### src/rtl/rx_serial_fifo.sv
// Receive buffer behind the serial receiver: captures {erro, dado} on each pronto
// pulse into a circular FIFO and presents the oldest entry first-word-fall-through.
module rx_serial_fifo #(
  parameter int DEPTH = 8,
  parameter int ADDR  = 3
) (
  input  logic            clock,
  input  logic            reset,
  input  logic            limpa,
  input  logic            pronto,
  input  logic [7:0]      dado,
  input  logic            erro,
  input  logic            le,
  output logic [7:0]      dado_saida,
  output logic            erro_saida,
  output logic            vazio,
  output logic            cheio,
  output logic [ADDR:0]   ocupacao,
  output logic            overflow,
  output logic [1:0]      db_estado
);

  localparam logic [ADDR:0] FULL_CNT = (ADDR+1)'(DEPTH);

  logic [8:0]      r_mem [DEPTH];
  logic [ADDR-1:0] r_wr;
  logic [ADDR-1:0] r_rd;
  logic [ADDR:0]   r_cnt;
  logic            r_ovf;

  logic       w_pop;
  logic       w_wr;
  logic       w_drop;
  logic [8:0] w_head;

  assign vazio  = (r_cnt == '0);
  assign cheio  = (r_cnt == FULL_CNT);
  assign w_pop  = le & ~vazio;
  // A full FIFO still accepts a byte when the head leaves in the same cycle.
  assign w_wr   = pronto & (~cheio | w_pop);
  assign w_drop = pronto & cheio & ~w_pop;

  always_ff @(posedge clock or posedge reset) begin
    if (reset) begin
      r_wr  <= '0;
      r_rd  <= '0;
      r_cnt <= '0;
      r_ovf <= 1'b0;
    end else if (limpa) begin
      r_wr  <= '0;
      r_rd  <= '0;
      r_cnt <= '0;
      r_ovf <= 1'b0;
    end else begin
      if (w_wr)  r_wr <= r_wr + 1'b1;
      if (w_pop) r_rd <= r_rd + 1'b1;
      case ({w_wr, w_pop})
        2'b10:   r_cnt <= r_cnt + 1'b1;
        2'b01:   r_cnt <= r_cnt - 1'b1;
        default: r_cnt <= r_cnt;
      endcase
      if (w_drop) r_ovf <= 1'b1;
    end
  end

  // Storage is never cleared; pointers and count alone decide visibility.
  always_ff @(posedge clock) begin
    if (w_wr && !limpa) r_mem[r_wr] <= {erro, dado};
  end

  assign w_head     = r_mem[r_rd];
  assign dado_saida = vazio ? 8'h00 : w_head[7:0];
  assign erro_saida = vazio ? 1'b0  : w_head[8];
  assign ocupacao   = r_cnt;
  assign overflow   = r_ovf;

  always_comb begin
    db_estado = 2'b01;
    if (r_ovf)      db_estado = 2'b11;
    else if (cheio) db_estado = 2'b10;
    else if (vazio) db_estado = 2'b00;
  end

endmodule

### config.mk
export PLATFORM = sky130hd
export DESIGN_NAME = rx_serial_fifo
export DESIGN_NICKNAME = d
export VERILOG_FILES = /design/src/rtl/rx_serial_fifo.sv
export SDC_FILE = /design/constraint.sdc
export NUM_CORES = 1
export LEC_CHECK = 0
export ABC_AREA = 1
export BUFFER_PORTS_ARGS = -buffer_cell sky130_fd_sc_hd__buf_2
export CORE_UTILIZATION = 41
export CTS_CLUSTER_DIAMETER = 80
export CTS_CLUSTER_SIZE = 20
export DETAILED_ROUTE_END_ITERATION = 12
export HOLD_SLACK_MARGIN = 0.08
export PLACE_DENSITY = 0.57
export SETUP_SLACK_MARGIN = 0.05
export SKIP_LAST_GASP = 1
export SYNTH_ARGS = -nofsm -noshare
export SYNTH_HDL_FRONTEND = slang
export SYNTH_SLANG_ARGS = --single-unit
### constraint.sdc
create_clock -name clock -period 3.07 [get_ports clock]
set_input_delay 0.307 -clock clock [delete_from_list [all_inputs] [get_ports clock]]
set_output_delay 0.307 -clock clock [all_outputs]
set_load 0.05 [all_outputs]
=== Word-level counts from Yosys, hierarchy flattened ===
Memories as Yosys holds them, arrays and structs flattened.
Index checks and enable logic that the tools add are counted.

* Bits in registers: 11
* Bits in writable memories: 72
* Input port bits: 14
* Output and inout port bits: 18
* Word-level logic and storage cells: 42
* Memories: 1

{| class="wikitable"
|+ Memory list
! name !! words !! width !! rd ports !! clocked after Yosys merged registers in !! wr ports !! RTL line !! text
|-
| r_mem || 8 || 9 || 1 || 0 || 1 || 25 || <nowiki>logic [8:0] r_mem [DEPTH];</nowiki>
|}

* Add/subtract/negate cells: 4
* Equal/unequal tests: 3
* Multiplexer cells: 15
* Bitwise logic cells: 8
* Reductions and logical operators: 7

{| class="wikitable"
|+ Operators with widths
! kind !! count
|-
| 3-bit two-way mux || 4
|-
| 8-bit two-way mux || 1
|-
| 4-bit one-hot mux with 2 select lines || 1
|-
| 3-bit by 1-bit adder with 3-bit output (second input constant) || 2
|-
| 1-bit two-way mux || 6
|-
| 2-bit nonzero test || 3
|-
| 4-bit by 1-bit adder with 4-bit output (second input constant) || 1
|-
| 1-bit AND || 4
|-
| 4-bit == test (second input constant) || 1
|-
| 4-bit logical NOT || 1
|-
| 2-bit two-way mux || 2
|-
| 4-bit two-way mux || 1
|-
| 4-bit by 1-bit subtractor with 4-bit output (second input constant) || 1
|-
| 1-bit inverter || 3
|-
| 3-bit nonzero test || 1
|-
| 2-bit by 1-bit == test with 1-bit output (second input constant) || 1
|-
| 2-bit == test (second input constant) || 1
|-
| 1-bit logical AND || 1
|-
| 1-bit logical NOT || 1
|-
| 1-bit bitwise OR || 1
|}

=== Longest topological paths before layout ===
* Word-level depth: 8
* Depth in mapped cells: 12
* Gate-level depth less buffers: 12

=== Worst setup path before layout ===
Ideal clock, no wire load.

* Kind: reg2out
* Start: reg r_cnt[0] (netlist: ocupacao[0])
* End: out dado_saida[0]
* Arrival: 1970 ps
* Required time: 2763 ps
* Slack: 793 ps
* Stages on the path, launching flop included: 6
* Path buffers: 1
* Cells stage by stage: dfrtp_1 nor2_4 nand2_4 buf_2 o21ai_1 a31oi_1

* Longest elaborated chain between the ends: 2

{| class="wikitable"
|+ Ends and longest elaborated chain
! element !! RTL line !! text
|-
| start: declaration || 28 || <nowiki>logic [ADDR:0] r_cnt;</nowiki>
|-
| start signal: assignment || 58 || <nowiki>2'b10: r_cnt <= r_cnt + 1'b1;</nowiki>
|-
| start signal: assignment || 59 || <nowiki>2'b01: r_cnt <= r_cnt - 1'b1;</nowiki>
|-
| start signal: assignment || 60 || <nowiki>default: r_cnt <= r_cnt;</nowiki>
|-
| 4-bit logical NOT || 36 || <nowiki>assign vazio = (r_cnt == '0);</nowiki>
|-
| 8-bit two-way mux || 72 || <nowiki>assign dado_saida = vazio ? 8'h00 : w_head[7:0];</nowiki>
|-
| end: declaration || 14 || <nowiki>output logic [7:0] dado_saida,</nowiki>
|}

No other way between the ends.

=== Worst setup path after layout ===
* Start: reg r_rd[1]
* End: out dado_saida[4]

* Longest elaborated chain between the ends: 2

{| class="wikitable"
|+ Ends and longest elaborated chain
! element !! RTL line !! text
|-
| start: declaration || 27 || <nowiki>logic [ADDR-1:0] r_rd;</nowiki>
|-
| start signal: assignment || 56 || <nowiki>if (w_pop) r_rd <= r_rd + 1'b1;</nowiki>
|-
| memory 8 x 9 bit || -- ||
|-
| 8-bit two-way mux || 72 ||
|}

No other way between the ends.

==> summary.json <==
{
  "status": "complete, no violations",
  "setup-violations-final": 0,
  "critical_path.slowest_cell": "dfrtp_1",
  "fmax_mhz": 381,
  "cp-startpoint": "r_rd[1]",
  "post_route_cells_drive_above_1_share": 0.227,
  "drt_iter0_drc": 110,
  "synth_fp_nets": 326,
  "final.setup_skew_ns": 0.00722,
  "setup.worst_path.class": "reg2out",
  "chipHeight_um": 95.5,
  "min_period_over_period": 0.856,
  "grt_usage": 0.186,
  "first_global_vias": 2221,
  "clk_transition_reported_paths_ns": 0.09,
  "diodes": 0,
  "finalWeightedCongestion": 0.835,
  "synth.top_cells.by_area": "edfxtp_1 (60%), dfrtp_1 (7.7%), nor2_1 (5.9%)",
  "synth_top_area_cell": "edfxtp_1",
  "setup-tns-final_ns": 0,
  "power_density_nw_per_um2": 876,
  "placement.setup.worst_slack_ns": 0.847,
  "drt-total-wl_um": 7550,
  "cts_tree": "built",
  "grt_max_degree": 39,
  "critical_path_arrival_ns": 2.32,
  "crit_path_end_kind": "output port",
  "worst_slew_margin_rel": 0.549,
  "critPathRequiredTime_ns": 2.76,
  "detail_route.wl_per_cell_um": 16.5,
  "period_needed_ns": 2.63,
  "leakagePower_nw": 1.58,
  "cts_inserted_buffers": 9,
  "timing.critical_path.to": "dado_saida[4]",
  "synthToLayoutAreaGrowth_pct": 14.1,
  "comb_power_share": 0.373,
  "grt_first_pass_wirelength_um": 11900,
  "cts-htree-levels": 3,
  "max-cap-violations": 0,
  "finalMaxSlewViolations": 0,
  "synth-seq-area-share": 0.679,
  "start_util": 0.430,
  "internal_power_mw": 2.08,
  "synthDominantCellAreaShare": 0.603,
  "slowest_delay_ns": 0.62,
  "drt_via_density": 5.11,
  "core_area_sq_um": 8340,
  "placement_rows": 33,
  "dp.final_hpwl_um": 4940,
  "remaining_drc_errors": 0,
  "worst-r2r-setup-slack_ns": 0.94,
  "clock_insertion_delay_worst_skew_ns": 0.35,
  "total_power_mw": 3.58,
  "synthesis.yosys.warnings": 0,
  "fp.dieArea_sq_um": 9130,
  "postSynthAreaPerCell_sq_um": 11.6,
  "reg2regPathDepth": 7,
  "timing.critical_path.cells": "inv_2, o21ai_0, o22ai_1, o21ai_1, a31oi_1, buf_2",
  "syn-cell-area_sq_um": 3590,
  "synthCells": 308,
  "hold_viol_final": 0,
  "regToRegEndpoint": "r_mem[2][5]",
  "crit_path_start_kind": "register",
  "clock_network_fraction_of_total_power": 0.253,
  "seq_pwr_share": 0.375,
  "clkSinkCount": 83,
  "vdd.ir_drop.worst_v": 0.000494,
  "drt_first_pass_iters": 4,
  "unrepaired_setup_endpoints_after_global_routing": "no",
  "postSynthRegisterBits": 83,
  "vias": 2334,
  "port_buffers": 31,
  "die_w_um": 95.5,
  "power.net_switching_mw": 1.51,
  "sw_frac": 0.421,
  "worstReg2RegStart": "ocupacao[0]",
  "root_buffer": "clkbuf_8",
  "antenna_found_initial": 0,
  "longest_clk_path_bufs": 2,
  "holdCritPathClass": "in2reg",
  "boundaryPins": 32,
  "synth_cell_types": 29,
  "layout_setup_ws_ns": 0.443,
  "worstMarginPinSlew_ns": 0.676,
  "number_of_nets_in_the_finished_design": 365,
  "ant_nets": 0,
  "grt-ovfl-total": 0,
  "cp_max_fo": 20
}
[area by class of cell]
| cell class | instances | area, sq um |
|---|---|---|
| multi-input cells | 188 | 965 |
| clock buffers | 9 | 124 |
| clock inverters | 7 | 108 |
| inverters | 23 | 87.6 |
| repair buffers | 42 | 240 |
| well taps | 105 | 131 |
| flip-flops and latches | 83 | 2440 |
| fillers | 785 | 4250 |
[how the worst min path moves through the flow]
stage / endpoint / slack [ns] / cells after the start / startpoint
final: overflow / 0.15 / 2 / limpa
after global routing: overflow / 0.14 / 2 / limpa
after CTS: overflow / 0.14 / 2 / limpa
after detailed placement: overflow / 0.35 / 2 / reset
after global placement: overflow / 0.33 / 2 / reset
after floorplan: ocupacao[0] / 0.16 / 1 / reset
[synthesized netlist by cell type, drive strengths merged]
cell type,count
buf,12
nand3b,1
xor2,2
inv,22
dfrtp,11
clkbuf,2
edfxtp,72
nand3,11
o21ai,53
ha,4
clkinv,1
a21oi,2
o21a,1
nor2,67
nand2,26
a31oi,9
o22ai,10
nand4,2
[power groups by stage]
stage	clock (mW)	combinational, mW	sequential [mW]
after floorplan	0	1.03	1.42
after global placement	0	1.34	1.37
after detailed placement	0	1.34	1.37
after CTS	0.914	1.35	1.34
after global routing	0.963	1.45	1.35
final	0.906	1.34	1.34
[layout by cell type, fill, tap and decap left out]
master / n
buf_2: 31
dlygate4sd3_1: 1
clkinv_2: 1
nand2_2: 2
a31oi_1: 9
ha_1: 4
nand2_4: 1
o21ai_0: 34
inv_8: 2
nand4_1: 1
clkinvlp_4: 1
nand2_1: 23
nand3b_1: 1
dfrtp_1: 11
a21oi_1: 2
clkinv_4: 1
inv_1: 19
nor2_2: 10
o22ai_1: 10
clkbuf_8: 9
nand3_1: 7
bufinv_16: 2
o21ai_1: 19
inv_2: 3
nor2_1: 56
o21a_1: 1
buf_4: 10
xor2_1: 2
nand3_2: 4
edfxtp_1: 72
inv_6: 1
nand4_2: 1
nor2_4: 1
[state kept, by name, summed over array words and instances, names as in the netlist]
name      cells
r_mem        72
ocupacao      4
r_rd          3
r_wr          3
overflow      1
[layer usage]
metal  wire [um]  track usage
met1        3650        0.253
met2        3600        0.288
met3         209       0.0566
met4          88       0.0560
met5           0            0
[cells by family after synthesis]
family | Yosys count | synth area share
buf+inv | 37 | 0.0516
flops | 83 | 0.679
simple gates | 107 | 0.138
fa+ha+maj | 4 | 0.0140
compound gates | 75 | 0.112
xor+xnor | 2 | 0.00488
[worst max-delay path, delay by kind of cell (launching register included)]
family	cells	cell delay, ns
buffers and inverters	2	0.70
AO/OA/AOI/OAI	4	0.62
flip-flops	1	0.62
[per-stage QoR]
stage | instance area (sq um) | util | hold WS (ns) | instances
after floorplan | 3590 | - | 0.159 | 308
after global placement | 3850 | 0.462 | 0.331 | 440
after detailed placement | 3850 | 0.462 | 0.349 | 440
after CTS | 4090 | 0.491 | 0.144 | 457
after global routing | 4090 | 0.491 | 0.137 | 457
final | 4090 | 0.491 | 0.150 | 457
[repair_timing]
action | 4_1_cts | 5_1_grt
hold buffers | 1 | 0
buffers inserted | 0 | 0
resized for setup | 0 | 0
endpoints found under the hold margin | 11 | 0
No activity file was read; power rests on OpenSTA's default activity.
